<file path="src/rtl/memstage_pkg.sv">
// Shared encodings for the semiMIPS memory-access stage: FSM states, PC source
// select values and writeback mux selects.
package memstage_pkg;

  typedef enum logic {
    ST_IDLE = 1'b0,
    ST_BUSY = 1'b1
  } state_e;

  localparam logic [1:0] PC_SEQ = 2'b00;
  localparam logic [1:0] PC_BR  = 2'b01;
  localparam logic [1:0] PC_JMP = 2'b10;

  localparam logic [1:0] MTR_ALU = 2'b00;
  localparam logic [1:0] MTR_MEM = 2'b01;
  localparam logic [1:0] MTR_PC  = 2'b10;

endpackage

</file>
<file path="src/rtl/memstage_memwbreg.sv">
// MEM/WB pipeline register. A load captures every field; a bubble clears the
// writeback controls and leaves the datapath fields holding.
module memwbreg
  import memstage_pkg::*;
#(
  parameter int AWIDTH = 32,
  parameter int DWIDTH = 32
) (
  input  logic              clk,
  input  logic              rst,
  input  logic              load_i,
  input  logic              bubble_i,
  input  logic [1:0]        memtoreg_i,
  input  logic              regwr_i,
  input  logic              fin_i,
  input  logic [DWIDTH-1:0] aluout_i,
  input  logic [DWIDTH-1:0] memdata_i,
  input  logic [4:0]        regdst_i,
  input  logic [AWIDTH-1:0] pcnext_i,
  input  logic [31:0]       ins_i,
  output logic [1:0]        memtoreg_o,
  output logic              regwr_o,
  output logic              fin_o,
  output logic [DWIDTH-1:0] aluout_o,
  output logic [DWIDTH-1:0] memdata_o,
  output logic [4:0]        regdst_o,
  output logic [AWIDTH-1:0] pcnext_o,
  output logic [31:0]       ins_o
);

  logic [1:0]        memtoreg_q, memtoreg_d;
  logic              regwr_q, regwr_d;
  logic              fin_q, fin_d;
  logic [DWIDTH-1:0] aluout_q, aluout_d;
  logic [DWIDTH-1:0] memdata_q, memdata_d;
  logic [4:0]        regdst_q, regdst_d;
  logic [AWIDTH-1:0] pcnext_q, pcnext_d;
  logic [31:0]       ins_q, ins_d;

  always_comb begin
    memtoreg_d = memtoreg_q;
    regwr_d    = regwr_q;
    fin_d      = fin_q;
    aluout_d   = aluout_q;
    memdata_d  = memdata_q;
    regdst_d   = regdst_q;
    pcnext_d   = pcnext_q;
    ins_d      = ins_q;
    if (load_i) begin
      memtoreg_d = memtoreg_i;
      regwr_d    = regwr_i;
      fin_d      = fin_i;
      aluout_d   = aluout_i;
      memdata_d  = memdata_i;
      regdst_d   = regdst_i;
      pcnext_d   = pcnext_i;
      ins_d      = ins_i;
    end else if (bubble_i) begin
      memtoreg_d = MTR_ALU;
      regwr_d    = 1'b0;
      fin_d      = 1'b0;
    end
  end

  always_ff @(posedge clk) begin
    if (rst) begin
      memtoreg_q <= '0;
      regwr_q    <= 1'b0;
      fin_q      <= 1'b0;
      aluout_q   <= '0;
      memdata_q  <= '0;
      regdst_q   <= '0;
      pcnext_q   <= '0;
      ins_q      <= '0;
    end else begin
      memtoreg_q <= memtoreg_d;
      regwr_q    <= regwr_d;
      fin_q      <= fin_d;
      aluout_q   <= aluout_d;
      memdata_q  <= memdata_d;
      regdst_q   <= regdst_d;
      pcnext_q   <= pcnext_d;
      ins_q      <= ins_d;
    end
  end

  assign memtoreg_o = memtoreg_q;
  assign regwr_o    = regwr_q;
  assign fin_o      = fin_q;
  assign aluout_o   = aluout_q;
  assign memdata_o  = memdata_q;
  assign regdst_o   = regdst_q;
  assign pcnext_o   = pcnext_q;
  assign ins_o      = ins_q;

endmodule

</file>
<file path="src/rtl/memstage.sv">
// semiMIPS memory-access stage: branch/jump resolution, data-memory req/ack
// sequencing with a timeout watchdog, and the MEM/WB register.
module memstage
  import memstage_pkg::*;
#(
  parameter int AWIDTH  = 32,
  parameter int DWIDTH  = 32,
  parameter int TIMEOUT = 16
) (
  input  logic              clk,
  input  logic              rst,
  input  logic              memwr,
  input  logic              memrd,
  input  logic              bbne,
  input  logic              bbeq,
  input  logic              bblez,
  input  logic              bbgtz,
  input  logic              jump,
  input  logic [1:0]        memtoreg,
  input  logic              regwr,
  input  logic              fin,
  input  logic [DWIDTH-1:0] aluout,
  input  logic              zero,
  input  logic              negative,
  input  logic [4:0]        regdstmux,
  input  logic [DWIDTH-1:0] regdata2,
  input  logic [AWIDTH-1:0] branaddr,
  input  logic [AWIDTH-1:0] jmpaddr,
  input  logic [AWIDTH-1:0] pcnext,
  input  logic [31:0]       ins,
  output logic              dmem_req,
  output logic              dmem_we,
  output logic [AWIDTH-1:0] dmem_addr,
  output logic [DWIDTH-1:0] dmem_wdata,
  input  logic [DWIDTH-1:0] dmem_rdata,
  input  logic              dmem_ack,
  output logic              stall,
  output logic              flush,
  output logic [1:0]        pcsrc,
  output logic [AWIDTH-1:0] pctarget,
  output logic              memerr,
  output logic [1:0]        memtoregout,
  output logic              regwrout,
  output logic              finout,
  output logic [DWIDTH-1:0] aluoutout,
  output logic [DWIDTH-1:0] memdataout,
  output logic [4:0]        regdstmuxout,
  output logic [AWIDTH-1:0] pcnextout,
  output logic [31:0]       insout
);

  localparam int CW = (TIMEOUT > 2) ? $clog2(TIMEOUT) : 1;
  localparam logic [CW-1:0] TMO_LAST = CW'(TIMEOUT - 1);

  state_e            state_q, state_d;
  logic [CW-1:0]     cnt_q, cnt_d;
  logic              req_q, req_d;
  logic              we_q, we_d;
  logic [AWIDTH-1:0] addr_q, addr_d;
  logic [DWIDTH-1:0] wdata_q, wdata_d;
  logic              memerr_q, memerr_d;

  logic              taken, access, is_read;
  logic              wb_load, wb_bubble, wb_regwr;
  logic [DWIDTH-1:0] wb_memdata;

  assign taken = (bbeq & zero) | (bbne & ~zero) | (bblez & (zero | negative))
               | (bbgtz & ~zero & ~negative);
  assign flush = jump | taken;

  always_comb begin
    pcsrc    = PC_SEQ;
    pctarget = pcnext;
    if (jump) begin
      pcsrc    = PC_JMP;
      pctarget = jmpaddr;
    end else if (taken) begin
      pcsrc    = PC_BR;
      pctarget = branaddr;
    end
  end

  // A simultaneous read and write request is performed as a write.
  assign access  = memrd | memwr;
  assign is_read = memrd & ~memwr;
  assign stall   = (state_q == ST_BUSY) | access;

  always_comb begin
    state_d    = state_q;
    cnt_d      = cnt_q;
    req_d      = req_q;
    we_d       = we_q;
    addr_d     = addr_q;
    wdata_d    = wdata_q;
    memerr_d   = memerr_q;
    wb_load    = 1'b0;
    wb_bubble  = 1'b0;
    wb_regwr   = regwr;
    wb_memdata = '0;
    case (state_q)
      ST_IDLE: begin
        if (access) begin
          addr_d    = aluout;
          wdata_d   = regdata2;
          we_d      = memwr;
          req_d     = 1'b1;
          cnt_d     = '0;
          state_d   = ST_BUSY;
          wb_bubble = 1'b1;
        end else begin
          wb_load = 1'b1;
        end
      end
      ST_BUSY: begin
        if (dmem_ack) begin
          req_d   = 1'b0;
          wb_load = 1'b1;
          if (is_read) wb_memdata = dmem_rdata;
          state_d = ST_IDLE;
        end else if (cnt_q == TMO_LAST) begin
          // Abandon the access: the load result is dropped, the store is lost.
          req_d    = 1'b0;
          memerr_d = 1'b1;
          wb_load  = 1'b1;
          wb_regwr = 1'b0;
          state_d  = ST_IDLE;
        end else begin
          cnt_d     = cnt_q + CW'(1);
          wb_bubble = 1'b1;
        end
      end
      default: state_d = ST_IDLE;
    endcase
  end

  always_ff @(posedge clk) begin
    if (rst) begin
      state_q  <= ST_IDLE;
      cnt_q    <= '0;
      req_q    <= 1'b0;
      we_q     <= 1'b0;
      addr_q   <= '0;
      wdata_q  <= '0;
      memerr_q <= 1'b0;
    end else begin
      state_q  <= state_d;
      cnt_q    <= cnt_d;
      req_q    <= req_d;
      we_q     <= we_d;
      addr_q   <= addr_d;
      wdata_q  <= wdata_d;
      memerr_q <= memerr_d;
    end
  end

  assign dmem_req   = req_q;
  assign dmem_we    = we_q;
  assign dmem_addr  = addr_q;
  assign dmem_wdata = wdata_q;
  assign memerr     = memerr_q;

  memwbreg #(
    .AWIDTH(AWIDTH),
    .DWIDTH(DWIDTH)
  ) u_memwb (
    .clk       (clk),
    .rst       (rst),
    .load_i    (wb_load),
    .bubble_i  (wb_bubble),
    .memtoreg_i(memtoreg),
    .regwr_i   (wb_regwr),
    .fin_i     (fin),
    .aluout_i  (aluout),
    .memdata_i (wb_memdata),
    .regdst_i  (regdstmux),
    .pcnext_i  (pcnext),
    .ins_i     (ins),
    .memtoreg_o(memtoregout),
    .regwr_o   (regwrout),
    .fin_o     (finout),
    .aluout_o  (aluoutout),
    .memdata_o (memdataout),
    .regdst_o  (regdstmuxout),
    .pcnext_o  (pcnextout),
    .ins_o     (insout)
  );

endmodule

</file>
<file path="config.mk">
export PLATFORM = sky130hd
export DESIGN_NAME = memstage
export DESIGN_NICKNAME = d
export VERILOG_FILES = /design/src/rtl/memstage_pkg.sv /design/src/rtl/memstage_memwbreg.sv /design/src/rtl/memstage.sv
export SDC_FILE = /design/constraint.sdc
export NUM_CORES = 1
export LEC_CHECK = 0
export CAP_MARGIN = 20
export CORE_AREA = 2 2 188 190
export CTS_CLUSTER_SIZE = 14
export DETAILED_ROUTE_END_ITERATION = 7
export DIE_AREA = 0 0 190 192
export RECOVER_POWER = 25
export SYNTH_ARGS = -nofsm -noshare
export SYNTH_HDL_FRONTEND = slang
export SYNTH_HIERARCHICAL = 1
export SYNTH_SLANG_ARGS = --single-unit
</file>
<file path="constraint.sdc">
create_clock -name clk -period 3.8 [get_ports clk]
set_input_delay 0.38 -clock clk [delete_from_list [all_inputs] [get_ports clk]]
set_output_delay 0.38 -clock clk [all_outputs]
set_load 0.1 [all_outputs]
</file>
; Word level (Yosys, flattened, before mapping)
; Index checks and enable logic that the tools add are counted.
[op_classes]
muxes = 31
n_eq_ne = 5
reduce_logical = 5
add_sub_neg = 1
n_bitwise = 18
[ops]
columns = cell, n
row1 = 2-to-1 mux 32 bit, 5
row2 = 2-to-1 mux 1 bit, 16
row3 = 2-to-1 mux 4 bit, 3
row4 = one-hot mux 4 bit (2 select lines), 1
row5 = OR 1 bit, 7
row6 = AND 1 bit, 6
row7 = 2-to-1 mux 2 bit, 3
row8 = "inequality test 2 bit, second input constant", 3
row9 = one-hot mux 1 bit (2 select lines), 3
row10 = AND reduction 3 bit, 2
row11 = NOT 1 bit, 5
row12 = "adder 4 x 1 -> 4 bit, second input constant", 1
row13 = "equality test 4 bit, second input constant", 1
row14 = AND reduction 2 bit, 2
row15 = "inequality test 3 x 2 -> 1 bit, second input constant", 1
row16 = nonzero test 2 bit, 1
[totals]
elab_cells = 75
inputBits = 245
regBits = 209
out_inout_bits = 240

; Logic depth before layout (Yosys ltp)
; Gate-level depths: netlist of run 1.
[logic_depth]
word_depth = 7
depth_mapped = 9

; Modules after synthesis
; Netlist of run 1, hierarchy kept.
[by_module_without_submodules]
columns = mod, seq_area_each_um2, instances, cells_per_inst, area_per_inst_um2
row1 = memwbreg, 2742.6, 1, 446, 5003.5
row2 = memstage, 1441.4, 1, 562, 4116.4

; Worst setup path before layout of run 1
; Ideal clock, no wire load.
[synth_timing]
kind = input -> output
startpoint = in jump
endpoint = out pcsrc[0]
arrival_time_ns = 2.135
path_stages = 4
required_time_ns = 3.420
n_path_buf = 3
path_slack_ns = 1.285
cell_sequence = buf_2 -> buf_2 -> buf_2 -> nor2_1
[synth_between]
elab_chain_cells = 1
[synth_rtl]
columns = item, line_no
row1 = "start, declared", memstage.sv:18  ; input logic jump,
row2 = 2-to-1 mux 2 bit, memstage.sv:74  ; if (jump) begin
row3 = "end, declared", memstage.sv:39  ; output logic [1:0] pcsrc,
; Every way passes these cells.

; Final worst setup path of run 1
[layout_timing]
startpoint = reg cnt_q[0]
endpoint = reg u_memwb.pcnext_q[23], in the netlist u_memwb/pcnext_o[23]
[layout_between]
elab_chain_cells = 4
[layout_rtl]
columns = item, line_no
row1 = "start, declared", memstage.sv:56  ; logic [CW-1:0] cnt_q, cnt_d;
row2 = "start signal, assigned", memstage.sv:147  ; cnt_q <= cnt_d;
row3 = equality test 4 bit, memstage.sv:120  ; end else if (cnt_q == TMO_LAST) begin
row4 = 2-to-1 mux 1 bit, memstage.sv:120
row5 = 2-to-1 mux 1 bit, memstage.sv:115  ; if (dmem_ack) begin
row6 = one-hot mux 1 bit (2 select lines), memstage.sv:100  ; case (state_q)
row7 = net wb_load, memstage.sv:64  ; logic wb_load, wb_bubble, wb_regwr;
row8 = "end signal, assigned", memstage_memwbreg.sv:82  ; pcnext_q <= pcnext_d;
row9 = "end, declared", memstage_memwbreg.sv:37  ; logic [AWIDTH-1:0] pcnext_q, pcnext_d;
; The timed path passes the listed nets, and every way through them passes these cells.
; A chain may end at the register's enable or synchronous reset.

==> results of run 1 <==
-- metrics by stage --
stage	utilization, %	total power, W
6_report	43.26	0.007353
5_1_grt	43.26	0.007646
4_1_cts	43.31	0.007459
3_5_place_dp	40.96	0.005032
3_3_place_gp	40.96	0.005022
2_1_floorplan	-	0.004309
-- worst max-delay path, cell delays in order, from the launching register on --
cell,delay [ns]
dfxtp_1,0.38
ha_1,0.26
and3_1,0.28
o21ai_0,0.32
clkinvlp_4,0.19
buf_12,0.43
buf_4,0.58
mux2i_1,0.27
nor2_1,0.05
-- cell families (layout without fill, tap and decap cells) --
logic type | Yosys count | after routing | synth area share [%]
DFF | 209 | 209 | 45.88
AOI/OAI and AO/OA | 150 | 150 | 10.74
buffers and inverters | 92 | 545 | 7.696
muxes | 135 | 135 | 14.83
adders and majority gates | 1 | 1 | 0.1372
and+or+nand+nor | 421 | 421 | 20.72
-- routing by layer --
| layer | vias up | routed length [um] | GRT usage (%) |
|---|---|---|---|
| li1 | 4326 | - | - |
| met1 | 4150 | 13950 | 21.49 |
| met2 | 367 | 17280 | 31.92 |
| met3 | 60 | 3357 | 5.591 |
| met4 | 0 | 997 | 5.754 |
| met5 | - | 0 | 0 |
-- power groups by stage --
stage	clock network [W]	registers (W)	logic (W)
6_report	0.00238	0.00241	0.00256
5_1_grt	0.00256	0.00243	0.00266
4_1_cts	0.00247	0.00241	0.00258
3_5_place_dp	0	0.00246	0.00257
3_3_place_gp	0	0.00245	0.00257
2_1_floorplan	0	0.00346	0.000845
-- flip-flops by register name, indices dropped and copies added, names as in the netlist, 2 cells and up --
signal and count:
cnt_q 4, dmem_addr 32, dmem_wdata 32, u_memwb/aluout_o 32, u_memwb/ins_o 32, u_memwb/memdata_o 32
u_memwb/memtoreg_o 2, u_memwb/pcnext_o 32, u_memwb/regdst_o 5
-- final timing paths --
check,slack (ns),endpoint,depth (start not counted)
max,0.89,u_memwb/pcnext_o[23],8
min,0.33,dmem_wdata[16],2
max reg2reg,0.89,u_memwb/pcnext_o[23],8
min reg2reg,0.45,dmem_wdata[4],2
-- cell type report --
cell class              instances  share of cell area [%]
multi-input cells             707                   28.60
flip-flops and latches        209                   28.21
inverters                       4                  0.1265
clock buffers                  39                   5.179
well taps                     455                   3.838
clock inverters                 3                  0.2699
repair buffers                499                   33.78
-- cell usage in the layout, fill, tap and decap left out, drive strengths merged, types with 2 or more instances in the layout --
cell,Yosys,layout
a31oi,3,3
a21oi,72,72
mux2i,134,134
o211ai,2,2
nand2b,2,2
clkbuf,37,41
a22oi,32,32
clkdlybuf4s50,0,447
nand2,137,137
nand3,66,66
o21ai,5,5
inv,4,3
nand4,2,2
nor2b,33,33
dfxtp,209,209
clkinv,0,2
and2,32,32
o2111ai,32,32
or3b,5,5
nor2,137,137
or3,2,2
buf,51,50
==> qor.yml, run 1 <==
status: "complete, but fails checks"
violations: "capacitance limit, slew limit"
pin_count: 485
port_buffers: 484
hold_slack_ns: 0.3327
post_cts.repair.setup_buffers: 0
core_mm2: 0.03429
startpoint: "cnt_q[0]"
drt-total-wl_mm: 35.58
pwr-share-clk_pct: 32.4
critPathCaptureType: "flip-flop"
grt_use_total_pct: 18.32
regArea_mm2: 0.004184
fin_crit_sh_pct: 76.60
fp.dieW_um: 190
cts-hold-fix-buffers: 0
setup-tns-final_ns: 0
maxCapViolCount: 1
final_cells: 1916
skew_ns: 0.01359
drtIter0Drc: 384
setup-violations-final: 0
yosysTopAreaCellShare_pct: 45.88
clk_latency_ns: 0.52
overflow: 0
comb_power_share_pct: 34.9
htree_levels: 1
async_flop_share_pct: 0
p_sw_share_pct: 38.67
syn_inst: 1008
start_util_pct: 26.60
worst_slack_ns: 0.8892
postPlaceCellArea_mm2: 0.01404
reg2reg_from: "cnt_q[0]"
synth_seq_cells: 209
fin_crit_ns: 2.911
fmax_ghz: 0.3435
power_density_mw_per_mm2: 495.7
grt_antenna_before_repair: 0
ys_warn_count: 6
syn2layout_area_growth_pct: 62.66
synth_top_cell_by_area: "dfxtp_1"
cts_tree: "yes"
yosysSeqAreaShare_pct: 45.88
die_h_um: 192
min_from: "rst"
grt_pass1_wl_mm: 52.69
clock_sinks: 209
place.detailed.hpwl_mm: 25.33
diodes: 0
route.detailed.drc: 0
row_count: 68
seq_power_share_pct: 32.8
place_ws_ns: 0.8120
grt_pass1_vias: 8690
place_inst: 1874
fp.dieArea_mm2: 0.03648
clockRootBuffer: "clkbuf_16"
vias: 8903
critPathRequiredTime_ns: 4.20
antenna_left: 0
synth.top_cells.by_area: "dfxtp_1 46%, mux2i_1 15%, nand2_1 5.6%, nor2_1 5.6%, a21oi_1 4.0%"
gp_routability_congestion: 0.8235
hold_viol: 0
synth-edff-count: 0
rsz0062_at_grt: "false"
drtPass1Iterations: 4
crit_arrival_ns: 3.31
netlist_area_mm2: 0.009120
via_per_inst: 4.647
slew_violations: 68
multi_input_area_mm2: 0.004243
tightest_slew_ns: 1.554
yosys.cell_types.count: 38
clk_pin_slew_worst_paths_ns: 0.06
min-delay-path-class: "input pin to flip-flop"
synth_area_per_cell_um2: 9.048
numCtsBuffers: 25
fill_cells: 3421
synth_most_common_cell: "dfxtp_1"
clock_path_buffers: 3
worst-setup-path-type: "flip-flop to flip-flop"
synthesis.nets: 1254
power.switching_w: 0.002844
ys.flop_type: "dfxtp_1"
wl_per_cell_um: 18.57
fin_area_mm2: 0.01483
total_leakage_power_nw: 5.789
slew_headroom_pct: -3.589
irDropWorstVdd_v: 0.0002905
cp-start-kind: "flip-flop"
critical_path.max_fanout: 86
nNetsFinal: 1692
post_cts_resized: 0
synth_top_cells_by_count: "209 x dfxtp_1, 137 x nand2_1, 137 x nor2_1"
grt_max_degree: 87
drive_above_1_share_pct: 6.571
internal_power_w: 0.004510
No activity file was read; power rests on OpenSTA's default activity.
==> run 2: changes to the inputs <==
==> constraint.sdc (replaced) <==
create_clock -name clk -period 2.4 [get_ports clk]
set_input_delay 0.24 -clock clk [delete_from_list [all_inputs] [get_ports clk]]
set_output_delay 0.24 -clock clk [all_outputs]
set_load 0.1 [all_outputs]
==> run 2 against run 1 <==
  * Non-clock buffer count grew 10
  * The run now ends clean
  * Via count grew 0.56%
  * Sequential share of layout area grew 0.75 points
  * Largest cell class unchanged
  * Die area is the same
  * Largest power group unchanged
  * Wire length shrank 0.30%
  * Sequential power grew 59%
  * Global-route usage shrank 0.14 points
  * Highest routed layer unchanged
  * Critical path depth shrank 2
  * Worst hold slack lost 0.12 ns
  * Final cell count grew 0.57%
  * Clock skew shrank 0.0077 ns
==> qor.yml, run 2 (synthesized netlist as in run 1, its figures left out) <==
hold_viol: 0  # unchanged
drive_above_1_share_pct: 13.86  # +7.3 points
overflow: 0  # unchanged
slew_headroom_pct: 15.68  # +19 points
seq_power_share_pct: 32.5  # -0.3 points
grt_use_total_pct: 18.18  # -0.14 points
start_util_pct: 26.60  # unchanged
cts-hold-fix-buffers: 0  # unchanged
port_buffers: 484  # unchanged
core_mm2: 0.03429  # unchanged
rrSetupSlack_ns: 0.23  # -0.66 ns
diodes: 0  # unchanged
r2r-end: "u_memwb/pcnext_o[11]"
drtPass1Iterations: 4  # unchanged
cts_tree: "yes"
fp.dieW_um: 190  # unchanged
htree_levels: 1  # unchanged
crit_arrival_ns: 2.09  # -1.22 ns
clock_sinks: 209  # unchanged
startpoint: "bblez"
p_sw_share_pct: 38.74  # +0.072 points
timing.critical_path.to: "pctarget[11]"
final_cells: 1927  # +0.57%
skew_ns: 0.005871  # -0.007715 ns
post_cts.repair.setup_buffers: 0  # unchanged
grt_pass1_wl_mm: 52.24  # -0.85%
maxCapViolCount: 0  # -1
nNetsFinal: 1702  # +0.59%
grt_antenna_before_repair: 0  # unchanged
grt_max_degree: 82  # -5.7%
setup-tns-final_ns: 0  # unchanged
rsz0062_at_grt: "false"
reg2reg_from: "cnt_q[0]"
status: "complete, no violations"
setup-violations-final: 0  # unchanged
clk_latency_ns: 0.52  # about the same
drtIter0Drc: 352  # -8.3%
die_h_um: 192  # unchanged
pwr-share-clk_pct: 33.0  # +0.6 points
irDropWorstVdd_v: 0.0004778  # +64%
numCtsBuffers: 25  # unchanged
multi_input_area_mm2: 0.004254  # +0.27%
route.detailed.drc: 0  # unchanged
drt-total-wl_mm: 35.48  # -0.30%
post_cts_resized: 0  # unchanged
via_per_inst: 4.646  # about the same
fin_crit_ns: 2.328
syn2layout_area_growth_pct: 58.42
internal_power_w: 0.007194  # +60%
wl_per_cell_um: 18.41  # -0.87%
power.switching_w: 0.004550  # +60%
slew_violations: 0  # -100%
fill_cells: 3487  # +1.9%
clockRootBuffer: "clkbuf_16"
critPathCaptureType: "output port"
critPathRequiredTime_ns: 2.16  # -2.04 ns
min_path_cells: 2  # unchanged
fp.dieArea_mm2: 0.03648  # unchanged
gp_routability_congestion: 0.8215  # -0.24%
pin_count: 485  # unchanged
regArea_mm2: 0.004184  # unchanged
power_density_mw_per_mm2: 812.9  # +64%
antenna_left: 0  # unchanged
critical_path.max_fanout: 33  # -62%
fin_crit_sh_pct: 97.02
total_leakage_power_nw: 5.920  # +2.3%
fmax_ghz: 0.4295
worst-setup-path-type: "input pin to output port"
final_common_cell: "clkdlybuf4s50_1"
clk_pin_slew_worst_paths_ns: 0.05  # about the same
grt_pass1_vias: 8591  # -1.1%
clock_path_buffers: 3  # unchanged
min-delay-path-class: "input pin to flip-flop"
worst-r2r-cell-count: 7  # -1
place.detailed.hpwl_mm: 25.87  # +2.1%
row_count: 68  # unchanged
vias: 8953  # +0.56%
cp-start-kind: "input pin"
place_inst: 1884  # +0.53%
final_cell_mix: "242 x clkdlybuf4s50_1, 209 x dfxtp_1, 137 x nand2_1, 136 x nor2_1, 133 x mux2i_1"
comb_power_share_pct: 34.5  # -0.4 points
tightest_slew_ns: 1.270  # -0.2836 ns
run 2: changes by cell type in the layout (fill, tap and decap cells not counted), moves of 4 or more:
cell	change
clkbuf_1	+109
clkinv_2	+4
clkbuf_8	-4
clkdlybuf4s50_1	-205
buf_4	+73
buf_12	+34
run 2: layout make-up:
type	instances	share of cell area [%]
repair buffers	509	31.77
multi-input cells	707	29.44
flip-flops and latches	209	28.96
clock buffers	34	4.910
well taps	455	3.940
clock inverters	9	0.8314
inverters	4	0.1386
run 2: worst min-delay path by stage:
| stage | start | endpoint | slack, ns |
|---|---|---|---|
| 2_1_floorplan | regdata2[14] | dmem_wdata[14] | 0.38 |
| 3_3_place_gp | dmem_wdata[4] | dmem_wdata[4] | 0.44 |
| 3_5_place_dp | dmem_addr[13] | dmem_addr[13] | 0.45 |
| 4_1_cts | rst | state_q | 0.19 |
| 5_1_grt | rst | u_memwb/aluout_o[3] | 0.20 |
| 6_report | rst | u_memwb/memdata_o[27] | 0.21 |
run 2: power groups by stage:
stage / registers (W) / clock network, W / logic, W
2_1_floorplan: 0.00548 / 0 / 0.00134
3_3_place_gp: 0.00389 / 0 / 0.00417
3_5_place_dp: 0.00389 / 0 / 0.00417
4_1_cts: 0.00382 / 0.00402 / 0.00418
5_1_grt: 0.00384 / 0.00416 / 0.00420
6_report: 0.00382 / 0.00388 / 0.00405
run 2: stage by stage:
step                      hold slack, ns  worst slack [ns]  util (%)  power (W)  instance area, um^2
after detailed placement          0.4466           0.07353     40.92   0.008066                14030
after global routing              0.2010          0.008832     42.14    0.01220                14450
final                             0.2087           0.07156     42.14    0.01174                14450
after floorplan                   0.3760            0.1649         -   0.006823                 9120
after CTS                         0.1890           0.06587     43.34    0.01202                14860
after global placement            0.4430           0.07515     40.92   0.008054                14030
run 2: critical path, cell delays in order:
cell and delay, ns:
clkdlybuf4s50_1 0.55, or3b_1 0.45, buf_12 0.19, o2111ai_1 0.13, nand3_1 0.25, buf_12 0.25
run 2: routing by layer:
layer  global-route usage [%]  share of wire [%]
met3                    5.609                9.0
met2                    32.06                 50
met5                        0                  0
met4                    5.397                2.7
met1                    21.09                 39
==> run 3: changes to the inputs <==
==> constraint.sdc (replaced) <==
create_clock -name clk -period 2.4 [get_ports clk]
set_input_delay 0.24 -clock clk [delete_from_list [all_inputs] [get_ports clk]]
set_output_delay 0.24 -clock clk [all_outputs]
set_load 0.05 [all_outputs]
==> run 3 against run 2 <==
  * Maximum frequency is 1.2% lower
  * Clock skew hardly changed
  * Clock power hardly changed
==> qor.yml, run 3 (synthesized netlist as in run 1, its figures left out) <==
regArea_mm2: 0.004184  # unchanged
power_density_mw_per_mm2: 705.6  # -13%
cp_top_family: "buffers and inverters"
cpPeakStageDelay_ns: 0.57  # +0.02 ns
cp.depth: 6  # unchanged
reg2reg_from: "cnt_q[0]"
rrSetupSlack_ns: 0.30  # +0.07 ns
fp.dieW_um: 190  # unchanged
final_cell_mix: "412 x clkdlybuf4s50_1, 209 x dfxtp_1, 137 x nand2_1, 136 x nor2_1, 133 x mux2i_1"
setup-violations-final: 0  # unchanged
seq_power_share_pct: 35.2  # +2.7 points
clock_path_buffers: 3  # unchanged
wl_per_cell_um: 18.52  # +0.60%
final_common_cell: "clkdlybuf4s50_1"
critical_path.max_fanout: 33  # unchanged
clockRootBuffer: "clkbuf_16"
fin_crit_ns: 2.356  # +0.02770 ns
skew_ns: 0.006163  # +0.0002915 ns
startpoint: "bblez"
power.switching_w: 0.003496  # -23%
overflow: 0  # unchanged
total_power_w: 0.01082  # -7.9%
critPathCaptureType: "output port"
slew_violations: 0  # unchanged
crit_buf_inv: 3  # unchanged
comb_power_share_pct: 29.1  # -5.4 points
crit_arrival_ns: 2.12  # +0.03 ns
post_cts_resized: 0  # unchanged
irDropWorstVdd_v: 0.0004740  # -0.79%
fp.dieArea_mm2: 0.03648  # unchanged
hold_slack_ns: 0.2079  # -0.0008240 ns
nNetsFinal: 1698  # -0.24%
cts-hold-fix-buffers: 0  # unchanged
worst-setup-path-type: "input pin to output port"
r2r-end: "u_memwb/pcnext_o[15]"
grt_use_total_pct: 18.32  # +0.15 points
core_mm2: 0.03429  # unchanged
port_buffers: 484  # unchanged
worst-r2r-cell-count: 7  # unchanged
min-delay-path-class: "input pin to flip-flop"
grt_pass1_vias: 8803  # +2.5%
via_per_inst: 4.649  # about the same
cp_cell_sequence: "clkdlybuf4s50_1 -> or3b_1 -> buf_12 -> o2111ai_1 -> nand3_1 -> buf_12"
drive_above_1_share_pct: 7.075  # -6.8 points
row_count: 68  # unchanged
route.detailed.drc: 0  # unchanged
grt_pass1_wl_mm: 52.58  # +0.65%
cp-start-kind: "input pin"
cts_tree: "yes"
post_cts.repair.setup_buffers: 0  # unchanged
rsz0062_at_grt: "false"
place.detailed.hpwl_mm: 26.00  # +0.48%
setup-tns-final_ns: 0  # unchanged
gp_routability_congestion: 0.8107  # -1.3%
fin_crit_sh_pct: 98.17  # +1.2 points
tightest_slew_ns: 0.9493  # -0.3210 ns
multi_input_area_mm2: 0.004243  # -0.26%
die_h_um: 192  # unchanged
final_core_util_pct: 44.73  # +2.6 points
pin_count: 485  # unchanged
antenna_left: 0  # unchanged
start_util_pct: 26.60  # unchanged
numCtsBuffers: 25  # unchanged
clock_sinks: 209  # unchanged
syn2layout_area_growth_pct: 68.17
vias: 8950  # -0.034%
status: "complete, no violations"
maxCapViolCount: 0  # unchanged
routed-wl-met3_mm: 3.575  # +12%
critPathRequiredTime_ns: 2.16  # about the same
clk_pin_slew_worst_paths_ns: 0.06  # about the same
wl_met1_mm: 13.70  # about the same
total_leakage_power_nw: 6.073  # +2.6%
pwr-share-clk_pct: 35.7  # +2.7 points
critPathMostFrequentCell: "buf_12"
fill_cells: 3274  # -6.1%
clk_latency_ns: 0.51  # about the same
htree_levels: 1  # unchanged
timing.critical_path.to: "pctarget[9]"
p_sw_share_pct: 32.31  # -6.4 points
slew_headroom_pct: 36.67  # +21 points
cpMaxStageDelayCell: "clkdlybuf4s50_1"
diodes: 0  # unchanged
fmax_ghz: 0.4244  # -1.2%
grt_max_degree: 85  # +3.7%
drt-total-wl_mm: 35.65  # +0.49%
grt_antenna_before_repair: 0  # unchanged
hold_viol: 0  # unchanged
drtPass1Iterations: 6  # +2
internal_power_w: 0.007325  # +1.8%
wl_met2_mm: 17.34  # -1.6%
highest_layer: "met4"
drtIter0Drc: 362  # +2.8%
run 3: cell types whose count changed in the layout (fill, tap and decap cells not counted), sizes merged:
cell and delta:
clkinvlp +1, clkbuf -106, bufinv -1, buf -101
clkdlybuf4s50 +170, dlygate4sd3 +35
run 3: final cells by class:
class,instances,area share [%]
multi-input combinational,707,27.66
timing repair buffer,505,35.72
clock buffer,36,4.805
sequential,209,27.28
tap,455,3.712
inverter,4,0.1305
clock inverter,9,0.6853
run 3: worst register-to-register path, cell delays in order, from the launching register on:
cell	delay, ns
dfxtp_1	0.38
ha_1	0.25
and3_1	0.29
o21ai_1	0.16
clkinv_4	0.18
buf_12	0.35
mux2i_1	0.33
nor2_1	0.05
run 3: how the worst min path moves through the flow:
| stage | endpoint | cells after the start | slack [ns] | start |
|---|---|---|---|---|
| 6_report | u_memwb/aluout_o[3] | 2 | 0.21 | rst |
| 5_1_grt | u_memwb/aluout_o[5] | 2 | 0.22 | rst |
| 4_1_cts | u_memwb/aluout_o[5] | 2 | 0.20 | rst |
| 3_5_place_dp | dmem_wdata[4] | 2 | 0.45 | dmem_wdata[4] |
| 3_3_place_gp | dmem_wdata[24] | 2 | 0.44 | dmem_wdata[24] |
| 2_1_floorplan | dmem_wdata[14] | 2 | 0.38 | regdata2[14] |
run 3: power groups by stage:
stage | Combinational (W) | Clock (W) | Sequential, W
floorplan | 0.00111 | 0 | 0.00465
global placement | 0.00318 | 0 | 0.00388
detailed placement | 0.00318 | 0 | 0.00389
CTS | 0.00319 | 0.00399 | 0.00382
global route | 0.00330 | 0.00412 | 0.00384
finish | 0.00315 | 0.00386 | 0.00381
run 3: per-stage QoR:
stage / setup WS [ns] / cell area (um^2) / std cells
global placement: 0.07375 / 14510 / 1880
floorplan: 0.5021 / 9120 / 1008
global route: 0.05620 / 15340 / 1925
CTS: 0.06814 / 15360 / 1925
detailed placement: 0.07209 / 14510 / 1880
finish: 0.04387 / 15340 / 1925
run 3: routing by layer:
layer / track usage (%) / up-vias
met5: 0 / -
met4: 5.575 / 0
met3: 6.139 / 55
met2: 32.30 / 379
met1: 20.93 / 4182
li1: - / 4334
